$ cat src/rtl/sliding_window_pkg.sv
`default_nettype none
// ============================================================================
//  Module   : sliding_window_pkg
//  Purpose  : Shared constants, FP16 word layout and width helper for the
//             sliding-window generator and its line buffers.
//  Ports    : none (package)
//  Revision : 1.0 - initial release
// ============================================================================
package sliding_window_pkg;

    // Column/row counters and the col_o/row_o ports are this wide.
    localparam int COORD_WIDTH    = 16;

    // Default FP16 field widths, used by the fp_word_t layout.
    localparam int FP16_EXP_WIDTH  = 5;
    localparam int FP16_FRAC_WIDTH = 10;

    // Total pixel word width for a given exponent/fraction split.
    function automatic int fp_width_f(input int exp_width, input int frac_width);
        return 1 + exp_width + frac_width;
    endfunction

    typedef struct packed {
        logic                       sign;
        logic [FP16_EXP_WIDTH-1:0]  exponent;
        logic [FP16_FRAC_WIDTH-1:0] fraction;
    } fp_word_t;

endpackage
`default_nettype wire

$ cat src/rtl/window_line_buffer.sv
`default_nettype none
// ============================================================================
//  Module   : window_line_buffer
//  Purpose  : One image line of pixel storage. Combinational read and
//             synchronous write share a single address, so a read in the
//             same cycle as a write returns the old contents.
//  Ports    : clk_i   - clock
//             we_i    - write enable
//             addr_i  - column address
//             wdata_i - pixel written at addr_i on the rising edge
//             rdata_o - pixel currently stored at addr_i
//  Revision : 1.0 - initial release
// ============================================================================
module window_line_buffer #(
    parameter int DEPTH      = 640,
    parameter int WIDTH      = 16,
    parameter int ADDR_WIDTH = 10
) (
    input  logic                  clk_i,
    input  logic                  we_i,
    input  logic [ADDR_WIDTH-1:0] addr_i,
    input  logic [WIDTH-1:0]      wdata_i,
    output logic [WIDTH-1:0]      rdata_o
);

    // Contents are deliberately left unreset; stale data is masked by the
    // valid gating in the window generator.
    logic [WIDTH-1:0] mem_q [DEPTH];

    always_ff @(posedge clk_i) begin
        if (we_i) begin
            mem_q[addr_i] <= wdata_i;
        end
    end

    assign rdata_o = mem_q[addr_i];

endmodule
`default_nettype wire

$ cat src/rtl/sliding_window_gen_fp16.sv
`default_nettype none
// ============================================================================
//  Module   : sliding_window_gen_fp16
//  Purpose  : Builds a WINDOW_HEIGHT x WINDOW_WIDTH window of FP16 pixels from
//             a raster-order stream for the convolution stage. No backpressure.
//  Ports    : clk_i    - clock
//             rst_i    - synchronous active-low reset
//             data_i   - input pixel
//             valid_i  - pixel qualifier
//             sof_i    - start of frame (forces the pixel to (0,0))
//             window_o - window, [H-1][W-1] is the newest pixel
//             col_o    - column of the newest pixel
//             row_o    - row of the newest pixel
//             valid_o  - window lies fully inside the image
//  Revision : 1.0 - initial release
// ============================================================================
module sliding_window_gen_fp16
    import sliding_window_pkg::*;
#(
    parameter int  EXP_WIDTH     = 5,
    parameter int  FRAC_WIDTH    = 10,
    parameter int  WINDOW_WIDTH  = 2,
    parameter int  WINDOW_HEIGHT = 1,
    parameter int  IMAGE_WIDTH   = 640,
    parameter int  IMAGE_HEIGHT  = 480,
    localparam int FP_WIDTH_REG  = fp_width_f(EXP_WIDTH, FRAC_WIDTH)
) (
    input  logic                                                      clk_i,
    input  logic                                                      rst_i,
    input  logic [FP_WIDTH_REG-1:0]                                   data_i,
    input  logic                                                      valid_i,
    input  logic                                                      sof_i,
    output logic [WINDOW_HEIGHT-1:0][WINDOW_WIDTH-1:0][FP_WIDTH_REG-1:0] window_o,
    output logic [COORD_WIDTH-1:0]                                    col_o,
    output logic [COORD_WIDTH-1:0]                                    row_o,
    output logic                                                      valid_o
);

    localparam logic [COORD_WIDTH-1:0] LAST_COL        = COORD_WIDTH'(IMAGE_WIDTH - 1);
    localparam logic [COORD_WIDTH-1:0] LAST_ROW        = COORD_WIDTH'(IMAGE_HEIGHT - 1);
    localparam logic [COORD_WIDTH-1:0] FIRST_VALID_COL = COORD_WIDTH'(WINDOW_WIDTH - 1);
    localparam logic [COORD_WIDTH-1:0] FIRST_VALID_ROW = COORD_WIDTH'(WINDOW_HEIGHT - 1);
    localparam int LB_ADDR_WIDTH = (IMAGE_WIDTH > 1) ? $clog2(IMAGE_WIDTH) : 1;

    typedef logic [WINDOW_HEIGHT-1:0][WINDOW_WIDTH-1:0][FP_WIDTH_REG-1:0] window_t;

    logic [COORD_WIDTH-1:0] cnt_col_q, cnt_col_d;
    logic [COORD_WIDTH-1:0] cnt_row_q, cnt_row_d;
    logic [COORD_WIDTH-1:0] out_col_q, out_col_d;
    logic [COORD_WIDTH-1:0] out_row_q, out_row_d;
    logic                   out_valid_q, out_valid_d;
    window_t                window_q, window_d;

    logic [COORD_WIDTH-1:0] pix_col;
    logic [COORD_WIDTH-1:0] pix_row;
    logic                   col_ok;
    logic                   row_ok;
    logic                   lb_we;
    logic [WINDOW_HEIGHT-1:0][FP_WIDTH_REG-1:0]                    col_vec;
    window_t                                                        window_shift;

    // Coordinate of the pixel being accepted this cycle.
    assign pix_col = sof_i ? '0 : cnt_col_q;
    assign pix_row = sof_i ? '0 : cnt_row_q;

    // Gating compares collapse to constant true for a 1-wide / 1-high window.
    if (WINDOW_WIDTH > 1) begin : g_col_gate
        assign col_ok = (pix_col >= FIRST_VALID_COL);
    end else begin : g_col_always
        assign col_ok = 1'b1;
    end

    if (WINDOW_HEIGHT > 1) begin : g_row_gate
        assign row_ok = (pix_row >= FIRST_VALID_ROW);
    end else begin : g_row_always
        assign row_ok = 1'b1;
    end

    // Reset takes priority over a same-cycle write.
    assign lb_we = valid_i & rst_i;

    // Column vector: newest pixel in the bottom row, line buffers above it.
    assign col_vec[WINDOW_HEIGHT-1] = data_i;

    if (WINDOW_HEIGHT > 1) begin : g_lb
        logic [WINDOW_HEIGHT-2:0][FP_WIDTH_REG-1:0] lb_rd;

        for (genvar k = 0; k < WINDOW_HEIGHT - 1; k++) begin : g_lb_row
            logic [FP_WIDTH_REG-1:0] lb_wr;

            // Buffers form a vertical chain: each one receives the line the
            // buffer below it is about to give up.
            if (k == 0) begin : g_first
                assign lb_wr = data_i;
            end else begin : g_chain
                assign lb_wr = lb_rd[k-1];
            end

            window_line_buffer #(
                .DEPTH      (IMAGE_WIDTH),
                .WIDTH      (FP_WIDTH_REG),
                .ADDR_WIDTH (LB_ADDR_WIDTH)
            ) u_line_buffer (
                .clk_i   (clk_i),
                .we_i    (lb_we),
                .addr_i  (pix_col[LB_ADDR_WIDTH-1:0]),
                .wdata_i (lb_wr),
                .rdata_o (lb_rd[k])
            );

            assign col_vec[WINDOW_HEIGHT-2-k] = lb_rd[k];
        end
    end

    // Each window row shifts left by one, taking its new column entry at the
    // newest (highest) index.
    for (genvar j = 0; j < WINDOW_HEIGHT; j++) begin : g_win_row
        if (WINDOW_WIDTH > 1) begin : g_shift
            assign window_shift[j] = {col_vec[j], window_q[j][WINDOW_WIDTH-1:1]};
        end else begin : g_single
            assign window_shift[j] = col_vec[j];
        end
    end

    always_comb begin
        cnt_col_d   = cnt_col_q;
        cnt_row_d   = cnt_row_q;
        out_col_d   = out_col_q;
        out_row_d   = out_row_q;
        out_valid_d = 1'b0;
        window_d    = window_q;

        if (valid_i) begin
            if (pix_col < LAST_COL) begin
                cnt_col_d = pix_col + COORD_WIDTH'(1);
                cnt_row_d = pix_row;
            end else if (pix_row < LAST_ROW) begin
                cnt_col_d = '0;
                cnt_row_d = pix_row + COORD_WIDTH'(1);
            end else begin
                cnt_col_d = '0;
                cnt_row_d = '0;
            end

            out_col_d   = pix_col;
            out_row_d   = pix_row;
            out_valid_d = col_ok & row_ok;
            window_d    = window_shift;
        end
    end

    always_ff @(posedge clk_i) begin
        if (!rst_i) begin
            cnt_col_q   <= '0;
            cnt_row_q   <= '0;
            out_col_q   <= '0;
            out_row_q   <= '0;
            out_valid_q <= 1'b0;
            window_q    <= '0;
        end else begin
            cnt_col_q   <= cnt_col_d;
            cnt_row_q   <= cnt_row_d;
            out_col_q   <= out_col_d;
            out_row_q   <= out_row_d;
            out_valid_q <= out_valid_d;
            window_q    <= window_d;
        end
    end

    assign window_o = window_q;
    assign col_o    = out_col_q;
    assign row_o    = out_row_q;
    assign valid_o  = out_valid_q;

endmodule
`default_nettype wire

$ cat config.mk
export PLATFORM = sky130hd
export DESIGN_NAME = sliding_window_gen_fp16
export DESIGN_NICKNAME = d
export VERILOG_FILES = /design/src/rtl/sliding_window_pkg.sv /design/src/rtl/window_line_buffer.sv /design/src/rtl/sliding_window_gen_fp16.sv
export SDC_FILE = /design/constraint.sdc
export NUM_CORES = 1
export LEC_CHECK = 0
export ABC_AREA = 1
export BUFFER_PORTS_ARGS = -buffer_cell sky130_fd_sc_hd__clkbuf_2
export CAP_MARGIN = 20
export CORE_MARGIN = 2
export CORE_UTILIZATION = 28
export CTS_CLUSTER_DIAMETER = 150
export DETAILED_ROUTE_END_ITERATION = 10
export PLACE_DENSITY = 0.57
export SYNTH_ARGS = -nofsm -noshare
export SYNTH_HDL_FRONTEND = slang
export SYNTH_SLANG_ARGS = --single-unit
$ cat constraint.sdc
create_clock -name clk_i -period 2.23 [get_ports clk_i]
set_input_delay 0.223 -clock clk_i [delete_from_list [all_inputs] [get_ports clk_i]]
set_output_delay 0.223 -clock clk_i [all_outputs]
set_load 0.02 [all_outputs]
==> results.ini, run 1 <==
[power_and_ir_drop]
p_per_area_nw_per_um2 = 790
vdd_drop_max_mv = 0.322
combPwrFrac = 0.091
power_mw = 3.99
swShare = 0.238
switchingPower_uw = 951
p_int_mw = 3.04
p_leak_nw = 2.28
seq_power_share = 0.461
p_clk_frac = 0.448

[synth]
synth-simple-area-share = 0.279
synth.yosys.seq_area_share = 0.468
synth_compound_area_frac = 0.161
synthMuxAreaShare = 0
synthAdderAreaFrac = 0.00604
syn_nets = 597
syn_area_per_cell_sq_um = 7.21
synthXorXnorAreaFrac = 0.00634
synthesis.area_sq_um = 4150
synth_top_family_by_area = simple AND/OR/NAND/NOR gates
yosysUniqueCellTypes = 33
synthCells = 575
ys_ff_latch = 97
yosys_warnings = 0

[detailed_routing]
via_per_inst = 4.60
drt_iter0_markers = 198
detail-route-antenna-nets = 0
route.detailed.drc = 0
routed_wl_microns = 10500
vias = 3837
drt_pre_antenna_iters = 5
wire_per_inst_microns = 12.5

[placement]
gp_congestion = 0.766
dpl.hpwl_microns = 6890
pre_cts_slack_ns = 0.328
io_buffers = 84
post_dp_cell_area_sq_um = 4710

[grt]
grt_pass1_wl_microns = 17400
antenna_found_initial = 0
overflow = 0
grt_usage = 0.132
grt_max_degree = 105
first_global_vias = 3407

[finish]
areaGrowthSynthToFinish_pct = 21.9
antennaDiodeCount = 0
fin_nets = 667
fin_area_sq_um = 5050
layout-drive-gt1-share = 0.191

[clock_tree]
cts_buffers = 9
hold_buffers = 0
clk_pin_slew_ns = 0.07
cts_sinks = 97
cts_setup_buffers = 0
htree_levels = 3
cts_tree = built
insertion_delay_ns = 0.34
clk_path_buf_depth = 2
cts_resized = 0
clockRootBuffer = clkbuf_16

[sta]
drv_slew = 0
relSlewSlack = 0.717
worst_pin_slew_ns = 0.425
fin_crit_sh = 0.741
holdWs_ns = 0.104
fmax_mhz = 605
worst_slack_ns = 0.578
rsz0062_at_grt = false
fin_setup_tns_ns = 0
clock_skew_ns = 0.00987
period_minus_slack_ns = 1.65
hold_violations = 0
setup_viol = 0

[worst_setup_path]
cp_max_fo = 8
rr_worst_depth = 12
arrival_ns = 1.93
r2r_slack_ns = 0.58
endpoint_kind = register
slowest_delay_ns = 0.32
critical-path-top-delay-family = simple AND/OR/NAND/NOR gates
rr_endpoint = cnt_row_q[4]
path_common_cell = nand2_1
crit-reg2reg-launch = cnt_row_q[0]
crit_chain = nand2_1 > inv_1 > ha_1 > nand3_1 > inv_1 > nand2_1 > nand2_1 > a21oi_4 > nand2_1 > nor2_1 > nor2_1 > nor2_1
critPathKind = register to register
slowest_stage = dfxtp_1
cp.buffers_inverters = 2
cp-start-kind = register
critPathRequiredTime_ns = 2.51

[die]
die_h_microns = 126
core-area_sq_um = 14500
die_w_microns = 126
num_rows = 44
design.die.area_sq_um = 15800
io-pin-count = 85
initial_core_util = 0.286

[worst_hold_path]
min_from = data_i[4]
holdPathStages = 3
hold_path_class = primary input to register
holdPathEnd = window_o[20]

[outcome]
status = finished clean

[flow_run]
maxCapViolCount = 0

[placed cells by master (no fill, tap or decap), types with 2 or more instances in the layout]
master and instances:
inv_1 37, clkbuf_2 83, nand2_1 105, a21oi_2 2, xor2_1 3, a21oi_1 49, nor2_2 2, nand2_4 3
dfxtp_1 97, ha_1 2, buf_4 8, nand4_1 10, nand3_1 31, o21ai_2 2, bufinv_16 3, o21ai_0 66
clkbuf_16 9, o21a_1 2, inv_2 2, nor2_1 117, o21ai_1 2
[registers in the layout (all words and copies together) (netlist names)]
register	flops
col_o	16
row_o	16
valid_o	1
window_o	32
cnt_col_q	16
cnt_row_q	16
[stage by stage]
step | utilization | std cells
3_3_place_gp | 0.325 | 818
6_report | 0.349 | 834
2_1_floorplan | - | 575
3_5_place_dp | 0.325 | 818
5_1_grt | 0.349 | 834
4_1_cts | 0.349 | 834
[power by group through the flow]
stage          logic, mW  registers (mW)  clock network, mW
6_report           0.364            1.84               1.79
5_1_grt            0.406            1.85               1.90
4_1_cts            0.369            1.84               1.83
3_5_place_dp       0.367            1.88                  0
3_3_place_gp       0.368            1.88                  0
2_1_floorplan      0.161            1.96                  0
[kinds of logic (layout without fill, tap and decap cells)]
kind of cell / after synthesis / in the layout
AOI/OAI and AO/OA: 126 / 126
xor gates and xnor gates: 3 / 3
adders and majority gates: 2 / 2
buffers and inverters: 74 / 149
DFF: 97 / 97
and+or+nand+nor: 273 / 273
[metal layers]
metal  vias up  routed length (microns)  track usage
li1       2013                        -            -
met1      1720                     5080        0.182
met2        97                     4640        0.202
met3         7                      656       0.0382
met4         0                       85       0.0392
met5         -                        0            0
[Yosys cell counts]
cell / instances / area [sq um]
a21oi_4: 1 / 16.3
a21oi_1: 49 / 245
nand3_1: 31 / 155
a41oi_1: 1 / 8.76
buf_4: 3 / 22.5
clkbuf_1: 22 / 82.6
nand3_2: 1 / 10.0
o21ai_2: 2 / 17.5
buf_1: 2 / 7.51
nor2_1: 117 / 439
inv_1: 37 / 139
nor2_8: 1 / 20.0
clkinv_1: 1 / 3.75
inv_2: 1 / 3.75
o22ai_1: 1 / 6.26
nor2_2: 2 / 12.5
nand2_1: 105 / 394
dfxtp_1: 97 / 1940
o21a_1: 2 / 15.0
buf_8: 1 / 15.0
nor3_1: 1 / 5.00
nand3_4: 1 / 17.5
inv_8: 1 / 11.3
nand4_1: 10 / 62.6
nand2_4: 3 / 33.8
buf_6: 2 / 22.5
xor2_1: 3 / 26.3
o21ai_1: 2 / 10.0
a21oi_2: 2 / 17.5
ha_1: 2 / 25.0
o21ai_0: 66 / 330
nand3b_1: 1 / 7.51
buf_2: 4 / 20.0
[final cells by class]
type                            count  area (sq um)
Clock buffer                       11           243
Clock inverter                      5           103
Fill cell                        1573          9430
Inverter                           40           158
Multi-Input combinational cell    404          1880
Sequential cell                    97          1940
Tap cell                          184           230
Timing Repair Buffer               93           500
[worst reg2reg max path, delay by kind of cell (launching register included)]
kind / cells / cell delay (ns)
DFF: 1 / 0.32
and+or+nand+nor: 8 / 0.69
buffers and inverters: 2 / 0.11
AOI/OAI and AO/OA: 1 / 0.27
adders and majority gates: 1 / 0.21
[how the worst max path moves through the flow]
stage                            start  cells past startpoint            to
after floorplan                  sof_i                     16  cnt_row_q[4]
after global placement           sof_i                     14  cnt_row_q[4]
after detailed placement         sof_i                     14  cnt_row_q[4]
after CTS                 cnt_row_q[0]                     12  cnt_row_q[4]
after global routing      cnt_row_q[0]                     12  cnt_row_q[4]
final                     cnt_row_q[0]                     12  cnt_row_q[4]
No activity file was read; power rests on OpenSTA's default activity.
==> run 2: changes to the inputs <==
--- a/config.mk
+++ b/config.mk
@@ -5,14 +5,14 @@
 export SDC_FILE = /design/constraint.sdc
 export NUM_CORES = 1
 export LEC_CHECK = 0
-export ABC_AREA = 1
+export ABC_AREA = 0
 export BUFFER_PORTS_ARGS = -buffer_cell sky130_fd_sc_hd__clkbuf_2
 export CAP_MARGIN = 20
 export CORE_MARGIN = 2
 export CORE_UTILIZATION = 28
 export CTS_CLUSTER_DIAMETER = 150
 export DETAILED_ROUTE_END_ITERATION = 10
-export PLACE_DENSITY = 0.57
+export PLACE_DENSITY = 0.59
 export SYNTH_ARGS = -nofsm -noshare
 export SYNTH_HDL_FRONTEND = slang
 export SYNTH_SLANG_ARGS = --single-unit
==> constraint.sdc (replaced) <==
create_clock -name clk_i -period 1.4 [get_ports clk_i]
set_input_delay 0.14 -clock clk_i [delete_from_list [all_inputs] [get_ports clk_i]]
set_output_delay 0.14 -clock clk_i [all_outputs]
set_load 0.02 [all_outputs]
==> run 2 against run 1 <==
The run now ends with setup timing left; sequential share of layout area fell by 4.6 points; first-iteration DRC count fell by 25%; synthesized cell count fell by 23%; worst hold slack got worse by 0.052 ns; die area fell by 0.12%; critical endpoint is now cnt_row_q[2]; setup slack got worse by 1.0 ns; non-clock buffer count rose by 65; area after synthesis fell by 0.12%; sequential power rose by 54%.
==> results.ini, run 2 <==
[outcome]
status = finished with violations
violations = setup timing

[sta]
fmax_mhz = 547  ; -9.6%
fin_setup_tns_ns = -8.43  ; -8.43 ns
fin_crit_sh = 1.31  ; +0.565
relSlewSlack = 0.764  ; +0.0469
drv_slew = 0  ; unchanged
period_minus_slack_ns = 1.83  ; +0.176 ns
rsz0062_at_grt = true
setup_viol = 27  ; +27
worst_slack_ns = -0.428  ; -1.01 ns
clock_skew_ns = 0.00847  ; -0.00140 ns
hold_violations = 0  ; unchanged
worst_pin_slew_ns = 0.352  ; -0.0725 ns

[worst_setup_path]
cp_max_fo = 5  ; -3
critPathKind = register to register
rr_worst_depth = 6  ; -6
cp-start-kind = register
critPathRequiredTime_ns = 1.64  ; -0.87 ns
crit_chain = or4b_4 > nor4_4 > buf_6 > nor2_2 > o21a_1 > o31a_1
slowest_delay_ns = 0.54  ; +0.22 ns
arrival_ns = 2.06  ; +0.13 ns
critical-path-top-delay-family = simple AND/OR/NAND/NOR gates
cp.buffers_inverters = 1  ; -1
endpoint_kind = register
cp.depth = 6  ; -6
slowest_stage = or4b_4

[detailed_routing]
wire_per_inst_microns = 13.0  ; +3.8%
route.detailed.drc = 0  ; unchanged
drt_iter0_markers = 148  ; -25%
routed_wl_microns = 10100  ; -3.5%
drt_pre_antenna_iters = 4  ; -1
detail-route-antenna-nets = 0  ; unchanged
vias = 3496  ; -8.9%
via_per_inst = 4.51  ; -2.0%

[power_and_ir_drop]
power_mw = 5.86  ; +47%
combPwrFrac = 0.079  ; -0.012
p_per_area_nw_per_um2 = 1020  ; +29%
p_int_mw = 4.50  ; +48%
seq_power_share = 0.484  ; +0.023
switchingPower_mw = 1.36  ; +43%
p_clk_frac = 0.437  ; -0.011
p_leak_nw = 2.48  ; +9.0%
swShare = 0.232  ; -0.00581
vdd_drop_max_mv = 0.868  ; +170%

[synth]
synth_top_area_share = 0.469  ; +0.000566
synth_edf_count = 0  ; unchanged
async_flop_share = 0  ; unchanged
yosysMostFrequentCell = dfxtp_1
synthTopCellsByCount = 97 x dfxtp_1, 48 x nor2b_1, 42 x and2_1, 42 x mux2i_1, 36 x nand2_1
yosysUniqueCellTypes = 54  ; +64%
syn_area_per_cell_sq_um = 9.35  ; +30%
ys.flop_type = dfxtp_1
synth.yosys.seq_area_share = 0.469  ; +0.000566
ys_ff_latch = 97  ; unchanged
yosysTopAreaCell = dfxtp_1
synthCells = 443  ; -23%
synthesis.area_sq_um = 4140  ; -0.12%
syn_nets = 465  ; -22%
ys_top_cells_by_area = dfxtp_1 47%, mux2i_1 10%, nor2b_1 7.3%
yosys_warnings = 0  ; unchanged

[worst_hold_path]
holdPathStages = 3  ; unchanged
hold_path_class = primary input to register

[clock_tree]
cts_sinks = 97  ; unchanged
cts_tree = built
cts_buffers = 9  ; unchanged
htree_levels = 3  ; unchanged
clk_path_buf_depth = 2  ; unchanged
clockRootBuffer = clkbuf_16
insertion_delay_ns = 0.34  ; about the same
clk_pin_slew_ns = 0.07  ; about the same

[placement]
dpl.hpwl_microns = 7140  ; +3.6%
gp_congestion = 0.820  ; +7.0%
post_dp_cell_area_sq_um = 5240  ; +11%
io_buffers = 84  ; unchanged
pre_cts_slack_ns = -0.544  ; -0.872 ns

[die]
num_rows = 44  ; unchanged
core-area_sq_um = 14500  ; unchanged
design.die.area_sq_um = 15800  ; -0.12%
die_h_microns = 126  ; about the same
initial_core_util = 0.286  ; -0.000346
die_w_microns = 126  ; about the same
io-pin-count = 85  ; unchanged

[finish]
layout-drive-gt1-share = 0.365  ; +0.175
largest_reg_flops = 32  ; unchanged
final_common_cell = dfxtp_1
fin_util = 0.398  ; +0.0495
fin_area_sq_um = 5770  ; +14%
antennaDiodeCount = 0  ; unchanged
fin_nets = 608  ; -8.8%
areaGrowthSynthToFinish_pct = 39.3
most-common-layout-cells = 91 x dfxtp_1, 83 x clkbuf_2, 69 x buf_4

[grt]
first_global_vias = 3455  ; +1.4%
grt_usage = 0.130  ; -0.00287
antenna_found_initial = 0  ; unchanged
grt_max_degree = 42  ; -60%
grt_pass1_wl_microns = 16700  ; -3.8%
overflow = 0  ; unchanged

[flow_run]
maxCapViolCount = 0  ; unchanged

run 2: final cells by class:
class	count	area (sq um)
repair buffers	158	1010
flip-flops and latches	97	1950
multi-input cells	289	2150
fillers	1455	8710
clock inverters	5	61.3
clock buffers	11	253
well taps	184	230
inverters	31	116
run 2: power by group through the flow:
stage	logic (mW)	clock network [mW]	registers (mW)
after floorplan	0.225	0	2.95
after global placement	0.437	0	2.90
after detailed placement	0.444	0	2.90
after CTS	0.454	2.66	2.84
after global routing	0.504	2.75	2.84
final	0.461	2.57	2.84
run 2: tightest hold or removal path, cell delays in order:
cell and delay (ns):
clkbuf_2 0.07, mux2i_1 0.05, nor2b_1 0.09
run 2: final timing paths:
path / slack [ns] / startpoint / end
worst max-delay path: -0.43 / cnt_col_q[11] / cnt_row_q[2]
worst max register to register: -0.43 / cnt_col_q[11] / cnt_row_q[2]
worst min-delay path: 0.05 / data_i[13] / window_o[29]
worst min register to register: 0.50 / row_o[6] / row_o[6]
run 2: repair_timing:
| item | CTS | global route |
|---|---|---|
| hold buffers | 0 | 0 |
| pin swaps | 8 | 4 |
| buffers inserted | 4 | 0 |
| gates cloned | 0 | 1 |
| endpoints found under the setup margin | 27 | 27 |
| hold endpoints to repair | 0 | 0 |
| gates resized for setup | 29 | 16 |
run 2: per-layer routing:
layer / wire length, microns / share of wire / vias up / track usage
met2: 4370 / 0.43 / 102 / 0.199
li1: - / - / 1780 / -
met3: 824 / 0.082 / 10 / 0.0513
met4: 125 / 0.012 / 0 / 0.0386
met1: 4770 / 0.47 / 1604 / 0.168
met5: 0 / 0 / - / 0
run 2: per-stage QoR:
stage / cells / hold slack (ns)
2_1_floorplan: 443 / 0.310
5_1_grt: 775 / 0.0597
3_3_place_gp: 754 / 0.396
4_1_cts: 774 / 0.0390
6_report: 775 / 0.0518
3_5_place_dp: 754 / 0.405
run 2: cells by family after synthesis:
logic type | share of synthesized area
AO/OA/AOI/OAI | 0.105
buffers and inverters | 0.0553
XOR/XNOR | 0.00423
adder cells (fa/ha/maj) | 0.00604
multiplexers | 0.102
flip-flops | 0.469
AND/OR/NAND/NOR | 0.259
==> run 3: changes to the inputs <==
--- a/config.mk
+++ b/config.mk
@@ -9,10 +9,10 @@
 export BUFFER_PORTS_ARGS = -buffer_cell sky130_fd_sc_hd__clkbuf_2
 export CAP_MARGIN = 20
 export CORE_MARGIN = 2
-export CORE_UTILIZATION = 28
+export CORE_UTILIZATION = 49
 export CTS_CLUSTER_DIAMETER = 150
 export DETAILED_ROUTE_END_ITERATION = 10
-export PLACE_DENSITY = 0.59
+export PLACE_DENSITY = 0.86
 export SYNTH_ARGS = -nofsm -noshare
 export SYNTH_HDL_FRONTEND = slang
 export SYNTH_SLANG_ARGS = --single-unit
==> run 3 against run 2 <==
The flow still finishes with violations (setup timing); worst hold slack lost 0.0081 ns; die area is 42% lower; clock power fell by 33%; final cell count fell by 11%; global-route usage is 9.3 points higher.
==> results.ini, run 3 (same netlist as run 2, synthesis figures left out) <==
[grt]
grt_pass1_wl_microns = 16100  ; -3.8%
first_global_vias = 3528  ; +2.1%
antenna_found_initial = 0  ; unchanged
grt_usage = 0.222  ; +0.0928
grt_max_degree = 67  ; +60%
overflow = 0  ; unchanged

[outcome]
status = finished with violations
violations = setup timing

[placement]
dpl.hpwl_microns = 6840  ; -4.1%
io_buffers = 84  ; unchanged
gp_congestion = 0.832  ; +1.5%
pre_cts_slack_ns = -0.551  ; -0.00772 ns

[worst_hold_path]
hold_path_class = primary input to register
min_from = data_i[11]
holdPathEnd = window_o[27]
holdPathStages = 3  ; unchanged

[worst_setup_path]
slowest_delay_ns = 0.54  ; about the same
critical-path-top-delay-family = simple AND/OR/NAND/NOR gates
critPathKind = register to register
cp.buffers_inverters = 1  ; unchanged
rr_worst_depth = 6  ; unchanged
r2r_slack_ns = -0.45  ; -0.02 ns
endpoint_kind = register
crit-reg2reg-launch = cnt_col_q[8]
rr_endpoint = cnt_row_q[8]
critPathRequiredTime_ns = 1.67  ; +0.03 ns
cp_max_fo = 6  ; +1
arrival_ns = 2.12  ; +0.06 ns
crit_chain = or4b_4 > nor4_4 > buf_6 > o2111ai_4 > or3_1 > o211ai_1
cp.depth = 6  ; unchanged
cp-start-kind = register
slowest_stage = or4b_4

[sta]
worst_pin_slew_ns = 0.346  ; -0.00604 ns
drv_slew = 0  ; unchanged
hold_violations = 0  ; unchanged
setup_viol = 27  ; unchanged
fmax_mhz = 540  ; -1.3%
period_minus_slack_ns = 1.85  ; +0.0235 ns
holdWs_ns = 0.0437  ; -0.00814 ns
worst_slack_ns = -0.451  ; -0.0235 ns
rsz0062_at_grt = true
clock_skew_ns = 0.00746  ; -0.00100 ns
fin_crit_sh = 1.32  ; +0.0168
relSlewSlack = 0.767  ; +0.00331

[detailed_routing]
wire_per_inst_microns = 14.0  ; +7.4%
routed_wl_microns = 9690  ; -4.0%
detail-route-antenna-nets = 0  ; unchanged
route.detailed.drc = 0  ; unchanged
vias = 3547  ; +1.5%
drt_pre_antenna_iters = 4  ; unchanged
drt_iter0_markers = 135  ; -8.8%
via_per_inst = 5.12  ; +13%

[clock_tree]
clk_path_buf_depth = 2  ; unchanged
clockRootBuffer = clkbuf_8
cts_sinks = 97  ; unchanged
htree_levels = 3  ; unchanged
cts_buffers = 9  ; unchanged
hold_buffers = 0  ; unchanged
insertion_delay_ns = 0.35  ; about the same
cts_tree = built
clk_pin_slew_ns = 0.09  ; +0.02 ns

[power_and_ir_drop]
p_per_area_nw_per_um2 = 919  ; -9.6%
vdd_drop_max_mv = 0.556  ; -36%
p_leak_nw = 2.39  ; -3.9%
power_mw = 5.00  ; -15%

[die]
die_w_microns = 95.9  ; -24%
initial_core_util = 0.504  ; +0.218
die_h_microns = 95.9  ; -24%
num_rows = 33  ; -25%
core-area_sq_um = 8220  ; -43%
io-pin-count = 85  ; unchanged
design.die.area_sq_um = 9200  ; -42%

[flow_run]
maxCapViolCount = 0  ; unchanged

[finish]
final_common_cell = dfxtp_1
largest_reg_flops = 32  ; unchanged
fin_nets = 606  ; -0.33%
layout-drive-gt1-share = 0.340  ; -0.0253
most-common-layout-cells = 91 x dfxtp_1, 83 x clkbuf_2, 69 x buf_4
antennaDiodeCount = 0  ; unchanged
areaGrowthSynthToFinish_pct = 31.5

[run 3: cell types whose count changed in the layout (fill, tap and decap cells not counted), sizes merged]
cell	delta
clkinvlp	+1
clkinv	-1
inv	-2
clkbuf	+1
buf	-2
[run 3: worst register-to-register path: cells and delay by family, from the launching register on]
family	cells	cell delay, ns
buffers and inverters	1	0.17
AOI/OAI and AO/OA	2	0.21
DFF	1	0.33
and+or+nand+nor	3	1.06
[run 3: worst max-delay path by stage]
stage | start | endpoint | slack (ns)
finish | cnt_col_q[8] | cnt_row_q[8] | -0.45
floorplan | cnt_col_q[11] | cnt_row_q[8] | -0.58
global route | cnt_row_q[1] | cnt_row_q[8] | -0.52
detailed placement | cnt_row_q[1] | cnt_row_q[2] | -0.55
global placement | cnt_col_q[11] | cnt_row_q[2] | -0.49
CTS | cnt_col_q[8] | cnt_row_q[8] | -0.42
[run 3: power by group]
part           total, mW  switching (mW)  leakage [nW]  internal, mW
sequential          2.84          0.0324         0.789          2.81
combinational      0.437           0.253          1.51         0.185
clock               1.73           0.913        0.0864         0.817
total               5.00            1.20          2.39          3.81
[run 3: repair_timing]
action                     in CTS  in global routing
pin swaps                      12                  7
buffers inserted                4                  3
gates resized for setup        19                  9
setup endpoints to repair      27                 27
[run 3: metal layers]
| layer | vias up | wire [microns] | global-route usage |
|---|---|---|---|
| met1 | 1637 | 4240 | 0.276 |
| met5 | - | 0 | 0 |
| met4 | 0 | 132 | 0.0869 |
| met3 | 14 | 677 | 0.0548 |
| li1 | 1775 | - | - |
| met2 | 121 | 4630 | 0.371 |
[run 3: per-stage QoR]
stage                     cells   util  TNS, ns  area (sq um)
after floorplan             443      -   -11.12          4150
after global placement      671  0.620    -9.81          5100
after detailed placement    671  0.620   -11.14          5100
after CTS                   690  0.654    -8.91          5370
after global routing        693  0.663   -10.53          5440
final                       693  0.663    -8.61          5440
[run 3: final cells by class]
| cell class | instances | area, sq um |
|---|---|---|
| fill | 659 | 2770 |
| multi-input combinational | 289 | 2080 |
| sequential | 97 | 1950 |
| timing repair buffer | 156 | 987 |
| clock buffer | 12 | 135 |
| tap | 105 | 131 |
| inverter | 31 | 116 |
| clock inverter | 3 | 42.5 |
